===== config.mk =====
export PLATFORM = sky130hd
export DESIGN_NAME = lfsr_gen
export DESIGN_NICKNAME = d
export VERILOG_FILES = /design/src/rtl/lfsr_pkg.sv /design/src/rtl/lfsr_step.sv /design/src/rtl/lfsr_gen.sv
export SDC_FILE = /design/constraint.sdc
export NUM_CORES = 1
export LEC_CHECK = 0
export ABC_AREA = 1
export CORE_MARGIN = 2
export CORE_UTILIZATION = 58
export CTS_CLUSTER_SIZE = 10
export DETAILED_ROUTE_END_ITERATION = 10
export PLACE_DENSITY = 0.84
export SYNTH_ARGS = -nofsm -noshare
export SYNTH_HDL_FRONTEND = slang
export SYNTH_HIERARCHICAL = 1
export SYNTH_SLANG_ARGS = --single-unit

===== constraint.sdc =====
create_clock -name clk -period 5.14 [get_ports clk]
set_clock_uncertainty 0.05 [all_clocks]
set_input_delay 1.542 -clock clk [delete_from_list [all_inputs] [get_ports clk]]
set_output_delay 1.542 -clock clk [all_outputs]
set_load 0.01 [all_outputs]

===== src/rtl/lfsr_pkg.sv =====
// Shared types and constants for the parametrised LFSR generator.
// Maximal tap masks are given in the Fibonacci (shift-left) orientation.
package lfsr_pkg;

    typedef enum logic [1:0] {
        IDLE,
        RUN,
        PAUSE
    } lfsr_state_e;

    localparam int unsigned MODE_FIB = 0;
    localparam int unsigned MODE_GAL = 1;

    localparam logic [2:0]  TAPS_3  = 3'b110;
    localparam logic [3:0]  TAPS_4  = 4'b1100;
    localparam logic [4:0]  TAPS_5  = 5'b10100;
    localparam logic [7:0]  TAPS_8  = 8'hB8;
    localparam logic [15:0] TAPS_16 = 16'hB400;

endpackage


===== src/rtl/lfsr_step.sv =====
// One LFSR advance: maps the current state to its successor.
// Fibonacci and Galois forms are selected at elaboration time by MODE.
module lfsr_step
    import lfsr_pkg::*;
#(
    parameter int unsigned       WIDTH = 8,
    parameter logic [WIDTH-1:0]  TAPS  = 8'hB8,
    parameter int unsigned       MODE  = MODE_FIB
) (
    input  logic [WIDTH-1:0] state_i,
    output logic [WIDTH-1:0] next_o
);

    generate
        if (MODE == MODE_GAL) begin : g_galois
            always_comb begin
                next_o = (state_i >> 1) ^ (state_i[0] ? TAPS : '0);
            end
        end else begin : g_fibonacci
            always_comb begin
                next_o = {state_i[WIDTH-2:0], ^(state_i & TAPS)};
            end
        end
    endgenerate

endmodule


===== src/rtl/lfsr_gen.sv =====
// LFSR pseudo-random source on a valid/ready stream with run/pause control,
// zero-seed substitution, and hardware measurement of the sequence period.
module lfsr_gen
    import lfsr_pkg::*;
#(
    parameter int unsigned       WIDTH        = 8,
    parameter logic [WIDTH-1:0]  TAPS         = 8'hB8,
    parameter int unsigned       MODE         = MODE_FIB,
    parameter logic [WIDTH-1:0]  DEFAULT_SEED = '1
) (
    input  logic             clk,
    input  logic             reset,
    input  logic             load,
    input  logic [WIDTH-1:0] seed,
    input  logic             en,
    input  logic             out_ready,
    output logic             out_valid,
    output logic [WIDTH-1:0] out,
    output logic             seed_err,
    output logic             wrap,
    output logic [WIDTH-1:0] period
);

    lfsr_state_e      fsm_q, fsm_d;
    logic [WIDTH-1:0] lfsr_q, lfsr_d;
    logic [WIDTH-1:0] start_q, start_d;
    logic [WIDTH-1:0] count_q, count_d;
    logic [WIDTH-1:0] period_q, period_d;
    logic             seed_err_q, seed_err_d;
    logic             wrap_q, wrap_d;

    logic [WIDTH-1:0] lfsr_next;
    logic [WIDTH-1:0] seed_eff;
    logic             seed_zero;
    logic             xfer;

    lfsr_step #(
        .WIDTH (WIDTH),
        .TAPS  (TAPS),
        .MODE  (MODE)
    ) u_step (
        .state_i (lfsr_q),
        .next_o  (lfsr_next)
    );

    assign seed_zero = (seed == '0);
    assign seed_eff  = seed_zero ? DEFAULT_SEED : seed;
    // Load wins over a simultaneous handshake, so such a cycle is not a transfer.
    assign xfer      = (fsm_q == RUN) && out_ready && !load;

    always_ff @(posedge clk or negedge reset) begin
        if (!reset) begin
            fsm_q <= IDLE;
        end else begin
            fsm_q <= fsm_d;
        end
    end

    always_comb begin
        fsm_d = fsm_q;
        unique case (fsm_q)
            IDLE:    if (load || en)   fsm_d = RUN;
            RUN:     if (!en && !load) fsm_d = PAUSE;
            PAUSE:   if (load || en)   fsm_d = RUN;
            default: fsm_d = IDLE;
        endcase
    end

    always_comb begin
        out_valid = (fsm_q == RUN);
        out       = lfsr_q;
        seed_err  = seed_err_q;
        wrap      = wrap_q;
        period    = period_q;
    end

    always_comb begin
        lfsr_d     = lfsr_q;
        start_d    = start_q;
        count_d    = count_q;
        period_d   = period_q;
        seed_err_d = 1'b0;
        wrap_d     = 1'b0;
        if (load) begin
            lfsr_d     = seed_eff;
            start_d    = seed_eff;
            count_d    = '0;
            seed_err_d = seed_zero;
        end else if (xfer) begin
            lfsr_d = lfsr_next;
            if (lfsr_next == start_q) begin
                wrap_d   = 1'b1;
                period_d = count_q + WIDTH'(1);
                count_d  = '0;
            end else begin
                count_d  = count_q + WIDTH'(1);
            end
        end
    end

    always_ff @(posedge clk or negedge reset) begin
        if (!reset) begin
            lfsr_q     <= DEFAULT_SEED;
            start_q    <= DEFAULT_SEED;
            count_q    <= '0;
            period_q   <= '0;
            seed_err_q <= 1'b0;
            wrap_q     <= 1'b0;
        end else begin
            lfsr_q     <= lfsr_d;
            start_q    <= start_d;
            count_q    <= count_d;
            period_q   <= period_d;
            seed_err_q <= seed_err_d;
            wrap_q     <= wrap_d;
        end
    end

endmodule


==> results of run 1 <==
## synth_stat cells
cell type,count,area share [%]
nor2_2,1,0.30
clkbuf_1,1,0.18
nand3b_1,2,0.73
nand2_2,1,0.30
nor2_4,2,1.1
inv_1,37,6.7
a21oi_1,8,1.9
buf_8,1,0.73
nor2_8,2,1.9
buf_6,1,0.55
nor2_1,13,2.4
nand3_4,1,0.85
o21ai_2,1,0.42
o21ai_1,5,1.2
nand2_1,96,17
dfstp_2,16,20
o211ai_1,2,0.73
xnor2_1,3,1.3
ha_1,1,0.61
nand2_4,3,1.6
buf_4,8,2.9
o21ai_0,13,3.2
nand4_1,7,2.1
inv_4,1,0.30
inv_2,6,1.1
xor2_1,2,0.85
nand3_1,15,3.6
or2_1,1,0.30
dfrtp_1,20,24
## sequential cells by signal (all words and copies together) (netlist names)
name / count
wrap: 1
count_q: 8
start_q: 8
fsm_q: 2
out: 8
period: 8
seed_err: 1
## worst max-delay path: stages
cell             delay (ns)
clkdlybuf4s50_1        0.99
inv_1                  0.25
nor2_1                 0.43
a21oi_1                0.11
o21ai_0                0.13
## power groups by stage
stage                     sequential [mW]  combinational (mW)  clock, mW
after floorplan                     0.332              0.0989          0
final                               0.331               0.140      0.158
after global routing                0.335               0.157      0.174
after global placement              0.335               0.136          0
after detailed placement            0.335               0.140          0
after CTS                           0.331               0.141      0.162
## layout by cell type (no fill, tap or decap), drive strengths merged
cell and count:
buf 1, inv 44, or2 1, xor2 2
dfstp 16, nor2 18, nand3 16, nand3b 2
a21oi 8, dfrtp 20, nand2 100, o21ai 19
xnor2 3, clkinv 2, ha 1, clkbuf 6
nand4 7, clkdlybuf4s50 31, o211ai 2
## worst min-delay path by stage
stage,startpoint,to,slack [ns],cells after the start
2_1_floorplan,fsm_q[0],fsm_q[0],0.39,1
3_3_place_gp,period[6],period[6],0.41,2
3_5_place_dp,period[6],period[6],0.41,2
4_1_cts,period[6],period[6],0.44,2
5_1_grt,period[7],period[7],0.46,2
6_report,period[6],period[6],0.43,2
## per-layer routing
layer	vias up	part of all wire (%)	global-route usage, %
li1	883	-	-
met1	796	49	30.7
met2	39	46	38.7
met3	6	4.2	6.61
met4	0	1.3	7.07
met5	-	0	0
## area by class of cell
class | count | area [um2]
fill | 282 | 978
sequential | 36 | 921
multi-input combinational | 179 | 886
timing repair buffer | 32 | 318
inverter | 44 | 168
tap | 46 | 57.6
clock buffer | 6 | 51.3
clock inverter | 2 | 10.0
## logic make-up (layout without fill, tap and decap cells)
| kind of cell | count (synthesis) | after routing | synth area share (%) |
|---|---|---|---|
| XOR/XNOR | 5 | 5 | 2.12 |
| adder cells (fa/ha/maj) | 1 | 1 | 0.606 |
| buffers and inverters | 55 | 84 | 12.5 |
| AND/OR/NAND/NOR | 144 | 144 | 32.7 |
| AO/OA/AOI/OAI | 29 | 29 | 7.45 |
| flip-flops | 36 | 36 | 44.6 |
==> summary.txt, run 1 <==
Outcome
  • Status: finished, final reports clean

Detailed routing
  • Drt initial violations: around 100
  • Vias/cell: roughly 5
  • DRT Wirelength: roughly 4200 um
  • Via count: 1724
  • Routed WL per cell: ~12 um
  • Antenna Nets Post-Route: 0
  • DR pass1 iterations: 4
  • DRC Markers: 0

Final layout
  • ANT cells: 0
  • Finished Layout Cells: approximately 350
  • Fraction of layout cells with a size suffix above 1: between 10 and 15%
  • Final core utilization: 71.1%
  • Design area: around 2400 um2
  • Final nets: 312
  • Synth-to-Final Area Change: 16.8%

Setup path
  • R2r endpoint: period[5]
  • Worst Setup SP: load
  • Kind of end point of the critical path: flip-flop
  • Worst R2R Start: out[3]
  • Critical path required time: approximately 5.4 ns
  • CP Class: input pin to flip-flop
  • R2R depth: 13
  • Reg2Reg Setup Slack: ~3.2 ns
  • Crit path arrival time: between 3 and 4 ns
  • Critical Path Fanout Max: 20
  • Startpoint Class: input pin
  • Critical path destination: start_q[3]

Clock tree
  • Post-CTS setup buffer count: 0
  • CTS Root Cell: clkbuf_4
  • Total CTS buffers: 5
  • Clock Latency Late Sink: about 0.34 ns
  • CTS sink count: 36
  • CTS tree: yes
  • Post-CTS sizing: 0
  • Clk buf depth: 2
  • Htree depth: 2
  • Clock-pin slew on the worst setup and hold paths: roughly 0.11 ns
  • Hold Buf Count CTS: 0

Power
  • Leakage: between 1 and 1.5 nW
  • PD cells: ~260 nW/um2
  • Clock share of power: between 20% and 30%
  • Peak VDD IR: 0.000193 V
  • Pint: about 0.43 mW
  • Sw Ratio: 31.1%
  • Logic pwr share: around 22%
  • Total Power: ~0.63 mW
  • Switching power: roughly 0.20 mW
  • Part of the power in registers: 52.6%

Yosys
  • Synthesis Warnings: 6
  • Synth Instances: 270
  • Library cells used by synthesis: 29
  • Mean area per synthesized cell: 7.65 um2
  • Synthesized flop and latch total: 36
  • Synth Net Count: between 200 and 300
  • Seq/Total Area, Yosys: between 40% and 50%
  • Post-synthesis cell area: 2060 um2

Floorplanning
  • Total number of placement rows: 21
  • Die area: between 4000 and 5000 um2
  • Core area: ~3400 um2
  • I/O pins: 32
  • Initial Utilization: between 60 and 70%
  • Die Ht: roughly 64 um
  • Die width: ~64 um

Global route
  • Pin count of the biggest net entering global routing: 37
  • Vias in the first global route: about 1700
  • Grt ovf: 0
  • GRT Total Usage: between 20% and 30%
  • Initial antenna violation count: 0
  • First-pass GRT wire length: 7470 um

Placed design
  • PortBufs: 31
  • Placed inst area: 2350 um2
  • DP HPWL: 3080 um
  • Post-Place Cells: roughly 340
  • Gpl congestion: 0.841
  • DP Worst Slack: roughly 1.6 ns

STA
  • Max-slew headroom: between 40% and 50%
  • Crit share post-route: a little over three fifths
  • RSZ-0062 raised after global routing: false
  • Slew @ Worst Pin: just over 0.8 ns
  • Final Max Tran Viols: 0
  • Setup TNS: 0 ns
  • Hold Vio Cnt, Final: 0
  • Maximum clock frequency: between 300 and 400 MHz
  • Slack of the critical path: roughly 1.9 ns
  • Period minus WS final: ~3.2 ns
  • Setup violators final: 0
  • Worst hold margin: 0.433 ns

Run
  • Max cap viols: 0

Min path
  • Hold crit path type: flip-flop to flip-flop
Note: power is estimated with default switching activity, not from simulation.
==> run 2: changes to the inputs <==
CORE_UTILIZATION = 53   (was 58)
PLACE_DENSITY = 0.78   (was 0.84)
clock period = 3.25 ns   (was 5.14 ns; I/O delays follow)
==> run 2 against run 1 <==
First-iteration DRC count rose by 81%. Global-route usage decreased by 3.0 points. Critical endpoint is now out[3]. Combinational power increased by 56%. Largest power group unchanged.
==> summary.txt, run 2 (synthesis results as in run 1) <==
Detailed routing
  • DRT Wirelength: 4100 um (-1.3%)
  • DRC Markers: 0 (unchanged)
  • DR pass1 iterations: 4 (unchanged)
  • Via count: 1723 (-0.058%)
  • Antenna Nets Post-Route: 0 (unchanged)
  • Routed WL per cell: 11.8 um (-2.2%)
  • Vias/cell: 4.95 (-0.92%)
  • Drt initial violations: 186 (+81%)

Global route
  • Grt ovf: 0 (unchanged)
  • Pin count of the biggest net entering global routing: 37 (unchanged)
  • Vias in the first global route: 1517 (-9.2%)
  • First-pass GRT wire length: 6860 um (-8.1%)
  • Initial antenna violation count: 0 (unchanged)
  • GRT Total Usage: 20.7% (-3.0 points)

Final layout
  • Finished Layout Cells: 348 (+0.87%)
  • ANT cells: 0 (unchanged)
  • Design area: 2490 um2 (+3.1%)
  • Commonest non-fill, non-tap cell in the layout: nand2_1
  • Final nets: 313 (+0.32%)
  • Final core utilization: 66.9% (-4.2 points)
  • Register area: 921 um2 (unchanged)
  • Footprint of the multi-input gates: 886 um2 (unchanged)
  • Fraction of layout cells with a size suffix above 1: 14.7% (+0.29 points)
  • Most frequent cells in the layout: 96 x nand2_1, 37 x inv_1, 31 x clkdlybuf4s50_1
  • Fill cells: 317 (+12%)
  • Synth-to-Final Area Change: 20.4%

Min path
  • Hold path depth: 2 (unchanged)
  • Hold crit path type: flip-flop to flip-flop
  • Worst hold path startpoint: period[3]
  • Hold Path End: period[3]

Floorplanning
  • Die Ht: 66.4 um (+4.3%)
  • Die area: 4410 um2 (+8.8%)
  • Initial Utilization: 55.6% (-5.4 points)
  • Die width: 66.4 um (+4.3%)
  • Total number of placement rows: 22 (+4.8%)
  • I/O pins: 32 (unchanged)
  • Core area: 3720 um2 (+9.6%)

STA
  • Slew @ Worst Pin: 0.441 ns (-0.365 ns)
  • Hold Vio Cnt, Final: 0 (unchanged)
  • Setup violators final: 0 (unchanged)
  • Max-slew headroom: 70.5% (+24 points)
  • Setup TNS: 0 ns (unchanged)
  • Slack of the critical path: 0.751 ns (-1.15 ns)
  • Final Max Tran Viols: 0 (unchanged)
  • Period minus WS final: 2.50 ns
  • Crit share post-route: 76.9%
  • Worst hold margin: 0.420 ns (-0.0128 ns)
  • Maximum clock frequency: 400 MHz
  • RSZ-0062 raised after global routing: false

Placed design
  • Post-Place Cells: 340 (+0.89%)
  • Placed inst area: 2360 um2 (+0.43%)
  • PortBufs: 31 (unchanged)
  • Gpl congestion: 0.840 (-0.13%)
  • DP Worst Slack: 0.606 ns (-0.990 ns)
  • DP HPWL: 3020 um (-1.9%)

Clock tree
  • Total CTS buffers: 5 (unchanged)
  • Hold Buf Count CTS: 0 (unchanged)
  • CTS sink count: 36 (unchanged)
  • Post-CTS sizing: 0 (unchanged)
  • CTS tree: yes
  • Clock-pin slew on the worst setup and hold paths: 0.07 ns (-0.04 ns)
  • CTS Root Cell: clkbuf_8
  • Htree depth: 2 (unchanged)
  • Clk buf depth: 2 (unchanged)
  • Clock Latency Late Sink: 0.28 ns (-0.06 ns)
  • Post-CTS setup buffer count: 0 (unchanged)

Setup path
  • R2r endpoint: period[4]
  • Crit-path cells: clkdlybuf4s50_1
  • Reg2Reg Setup Slack: 1.34 ns (-1.84 ns)
  • Crit. path cell count: 1 (-4)
  • CP Class: flip-flop to output port
  • Crit path arrival time: 1.47 ns (-1.98 ns)
  • Worst R2R Start: out[5]
  • R2R depth: 13 (unchanged)
  • Kind of end point of the critical path: output port
  • Critical path required time: 2.22 ns (-3.13 ns)
  • CP top delay family: flip-flops
  • Startpoint Class: flip-flop
  • Crit path max-delay cell type: dfstp_2
  • WP buf/inv: 1 (-1)
  • Critical Path Fanout Max: 8 (-60%)
  • Critical Path Max Stage Delay: 0.63 ns (-0.36 ns)

Power
  • Peak VDD IR: 0.000323 V (+67%)
  • Leakage: 1.31 nW (+2.4%)
  • Total Power: 1.17 mW (+86%)
  • PD cells: 470 nW/um2 (+80%)

Outcome
  • Status: finished, final reports clean

Run
  • Max cap viols: 0 (unchanged)
==> run 2: cell count changes in the layout (fill, tap and decap cells not counted), sizes merged <==
| cell | change |
|---|---|
| bufinv | +1 |
| clkbuf | +1 |
| clkinv | -2 |
| buf | +1 |
==> run 2: worst register-to-register path, cell delays in order, from the launching register on <==
cell	delay (ns)
dfstp_2	0.62
nand2_1	0.09
inv_1	0.06
nor2_1	0.03
nand2_1	0.06
nand2_1	0.08
inv_2	0.06
nand2_1	0.05
nand2_1	0.05
nand2_1	0.09
nor2_4	0.25
nand3_4	0.16
nand2_1	0.10
nand2_1	0.05
==> run 2: power breakdown <==
part | internal [mW] | switching (mW) | leakage [nW]
Sequential | 0.492 | 0.0333 | 0.443
Clock | 0.271 | 0.155 | 0.0645
Combinational | 0.0909 | 0.127 | 0.800
==> run 2: worst max-delay path by stage <==
stage / start / end / slack [ns]
global placement: load / start_q[3] / 0.66
global route: out[3] / out[3] / 0.70
CTS: out[3] / out[3] / 0.74
floorplan: load / out[4] / 1.51
finish: out[3] / out[3] / 0.75
detailed placement: load / start_q[7] / 0.61
==> run 2: area by class of cell <==
class | count | area share [%]
clock buffer | 7 | 3.88
clock inverter | 1 | 1.21
inverter | 44 | 6.74
multi-input combinational | 179 | 35.6
sequential | 36 | 37.0
tap | 48 | 2.42
timing repair buffer | 33 | 13.1
==> run 2: metal layers <==
layer  GRT usage (%)  part of all wire (%)
met2            30.6                    43
met3            4.60                   5.7
met5               0                     0
met4            6.12                   1.0
met1            30.2                    50
==> run 3: changes to the inputs <==
clock period = 2.5 ns   (was 3.25 ns; I/O delays follow)
==> run 3 against run 2 <==
Worst hold slack got worse by 0.0028 ns. Via count rose by 2.1%. Combinational power rose by 32%. Sequential power rose by 30%. Die area did not move. Non-clock buffer count did not move. Critical path depth did not move. Sequential share of layout area rose by 0.28 points. First-iteration DRC count did not move. Worst setup slack got worse by 0.55 ns. Sequential cell count did not move. Core utilization fell by 0.51 points. Largest power group unchanged. Highest routed layer unchanged.
==> summary.txt, run 3 (synthesis results as in run 1) <==
Detailed routing
  • Routed WL per cell: 12.2 um (+3.3%)
  • Drt initial violations: 186 (unchanged)
  • M1 WL: 2050 um (+0.15%)
  • Met2 routed WL: 1880 um (+6.3%)
  • DRC Markers: 0 (unchanged)
  • Antenna Nets Post-Route: 0 (unchanged)
  • Vias/cell: 5.06 (+2.1%)
  • DRT Wirelength: 4230 um (+3.3%)
  • Via count: 1760 (+2.1%)
  • Met3 wire length: 249 um (+6.0%)
  • DR pass1 iterations: 4 (unchanged)
  • Top Metal Used: met4

Clock tree
  • CTS sink count: 36 (unchanged)
  • Clk buf depth: 2 (unchanged)
  • Htree depth: 2 (unchanged)
  • Post-CTS setup buffer count: 0 (unchanged)
  • Total CTS buffers: 5 (unchanged)
  • Clock-pin slew on the worst setup and hold paths: 0.08 ns (about the same)
  • CTS tree: yes
  • Post-CTS sizing: 0 (unchanged)
  • Hold Buf Count CTS: 0 (unchanged)
  • Clock Latency Late Sink: 0.29 ns (about the same)
  • CTS Root Cell: clkbuf_8

Global route
  • Pin count of the biggest net entering global routing: 37 (unchanged)
  • Vias in the first global route: 1637 (+7.9%)
  • First-pass GRT wire length: 7330 um (+6.9%)
  • GRT Total Usage: 22.1% (+1.4 points)
  • Initial antenna violation count: 0 (unchanged)
  • Grt ovf: 0 (unchanged)

Placed design
  • DP HPWL: 3100 um (+2.7%)
  • Placed inst area: 2360 um2 (unchanged)
  • Gpl congestion: 0.876 (+4.2%)
  • Post-Place Cells: 340 (unchanged)
  • PortBufs: 31 (unchanged)

Setup path
  • R2R depth: 13 (unchanged)
  • Crit path max-delay cell type: dfstp_2
  • WP buf/inv: 1 (unchanged)
  • Crit-path cells: clkdlybuf4s50_1
  • Critical path required time: 1.70 ns (-0.52 ns)
  • Startpoint Class: flip-flop
  • CP top delay family: flip-flops
  • Reg2Reg Setup Slack: 0.54 ns (-0.80 ns)
  • Worst Setup SP: out[5]
  • Kind of end point of the critical path: output port
  • Critical Path Fanout Max: 7 (-1)
  • Crit path arrival time: 1.50 ns (+0.03 ns)
  • Worst R2R Start: out[5]
  • Critical Path Max Stage Delay: 0.62 ns (about the same)
  • R2r endpoint: period[7]
  • CP Class: flip-flop to output port

STA
  • Final Max Tran Viols: 0 (unchanged)
  • Setup TNS: 0 ns (unchanged)
  • Hold Vio Cnt, Final: 0 (unchanged)
  • Setup violators final: 0 (unchanged)
  • Max-slew headroom: 70.1% (-0.36 points)
  • RSZ-0062 raised after global routing: false
  • Maximum clock frequency: about 440 MHz
  • Period minus WS final: about 2.3 ns
  • Slew @ Worst Pin: 0.448 ns (+0.00675 ns)
  • Crit share post-route: 91.8%

Final layout
  • Fraction of layout cells with a size suffix above 1: 14.3% (-0.33 points)
  • Design area: 2470 um2 (-0.75%)
  • Fill cells: 308 (-2.8%)
  • Finished Layout Cells: 348 (unchanged)
  • ANT cells: 0 (unchanged)
  • Final nets: 313 (unchanged)
  • Synth-to-Final Area Change: 19.5%
  • Most frequent cells in the layout: 96 x nand2_1, 37 x inv_1, 31 x clkdlybuf4s50_1
  • Commonest non-fill, non-tap cell in the layout: nand2_1

Floorplanning
  • Total number of placement rows: 22 (unchanged)
  • Die Ht: 66.4 um (unchanged)
  • Die width: 66.4 um (unchanged)
  • I/O pins: 32 (unchanged)
  • Initial Utilization: 55.6% (unchanged)
  • Die area: 4410 um2 (unchanged)
  • Core area: 3720 um2 (unchanged)

Power
  • Leakage: 1.30 nW (-0.71%)
  • Clock share of power: 34.2% (-2.2 points)
  • Logic pwr share: 19.5% (+0.8 points)
  • Sw Ratio: 28.4% (+1.5 points)
  • PD cells: 597 nW/um2 (+27%)
  • Total Power: 1.47 mW (+26%)
  • Part of the power in registers: 46.3% (+1.4 points)
  • Switching power: 0.419 mW (+33%)
  • Pint: 1.05 mW (+23%)
  • Peak VDD IR: 0.000351 V (+8.7%)

Min path
  • Hold Path End: fsm_q[0]
  • Hold path depth: 1 (-1)
  • Hold crit path type: flip-flop to flip-flop
  • Worst hold path startpoint: fsm_q[0]

Outcome
  • Status: finished, final reports clean

Run
  • Max cap viols: 0 (unchanged)
## run 3: how the worst max path moves through the flow
stage,endpoint,slack (ns),depth (start not counted)
2_1_floorplan,period[7],0.81,13
3_5_place_dp,out[4],0.18,7
4_1_cts,out[5],0.20,1
5_1_grt,out[5],0.17,1
6_report,out[5],0.20,1
3_3_place_gp,out[4],0.21,7
## run 3: routing by layer
metal	track usage (%)	up-vias
met2	33.8	52
met5	0	-
met3	6.13	6
met1	30.8	817
li1	-	885
met4	5.87	0
## run 3: final cells by class
type	count	area (um2)	share of cell area [%]
flip-flops and latches	36	921	37.3
repair buffers	33	325	13.2
clock inverters	2	35.0	1.42
multi-input cells	179	886	35.9
clock buffers	6	72.6	2.94
inverters	44	168	6.80
well taps	48	60.1	2.43
## run 3: worst reg2reg max path, delay by kind of cell (launching register included)
family / cells / cell delay, ns
buf+inv: 2 / 0.12
flops: 1 / 0.62
simple gates: 11 / 1.05
## run 3: stage by stage
step                hold WS [ns]  setup slack (ns)  util [%]
CTS                        0.422             0.197      66.4
finish                     0.417             0.205      66.4
detailed placement         0.413             0.181      63.5
floorplan                  0.394             0.808         -
global placement           0.408             0.207      63.5
global route               0.444             0.168      66.4
## run 3: power groups by stage
| stage | Clock, mW | Combinational [mW] | Sequential (mW) |
|---|---|---|---|
| 3_3_place_gp | 0 | 0.280 | 0.690 |
| 3_5_place_dp | 0 | 0.286 | 0.691 |
| 4_1_cts | 0.516 | 0.288 | 0.681 |
| 5_1_grt | 0.537 | 0.328 | 0.687 |
| 2_1_floorplan | 0 | 0.203 | 0.683 |
| 6_report | 0.504 | 0.287 | 0.681 |
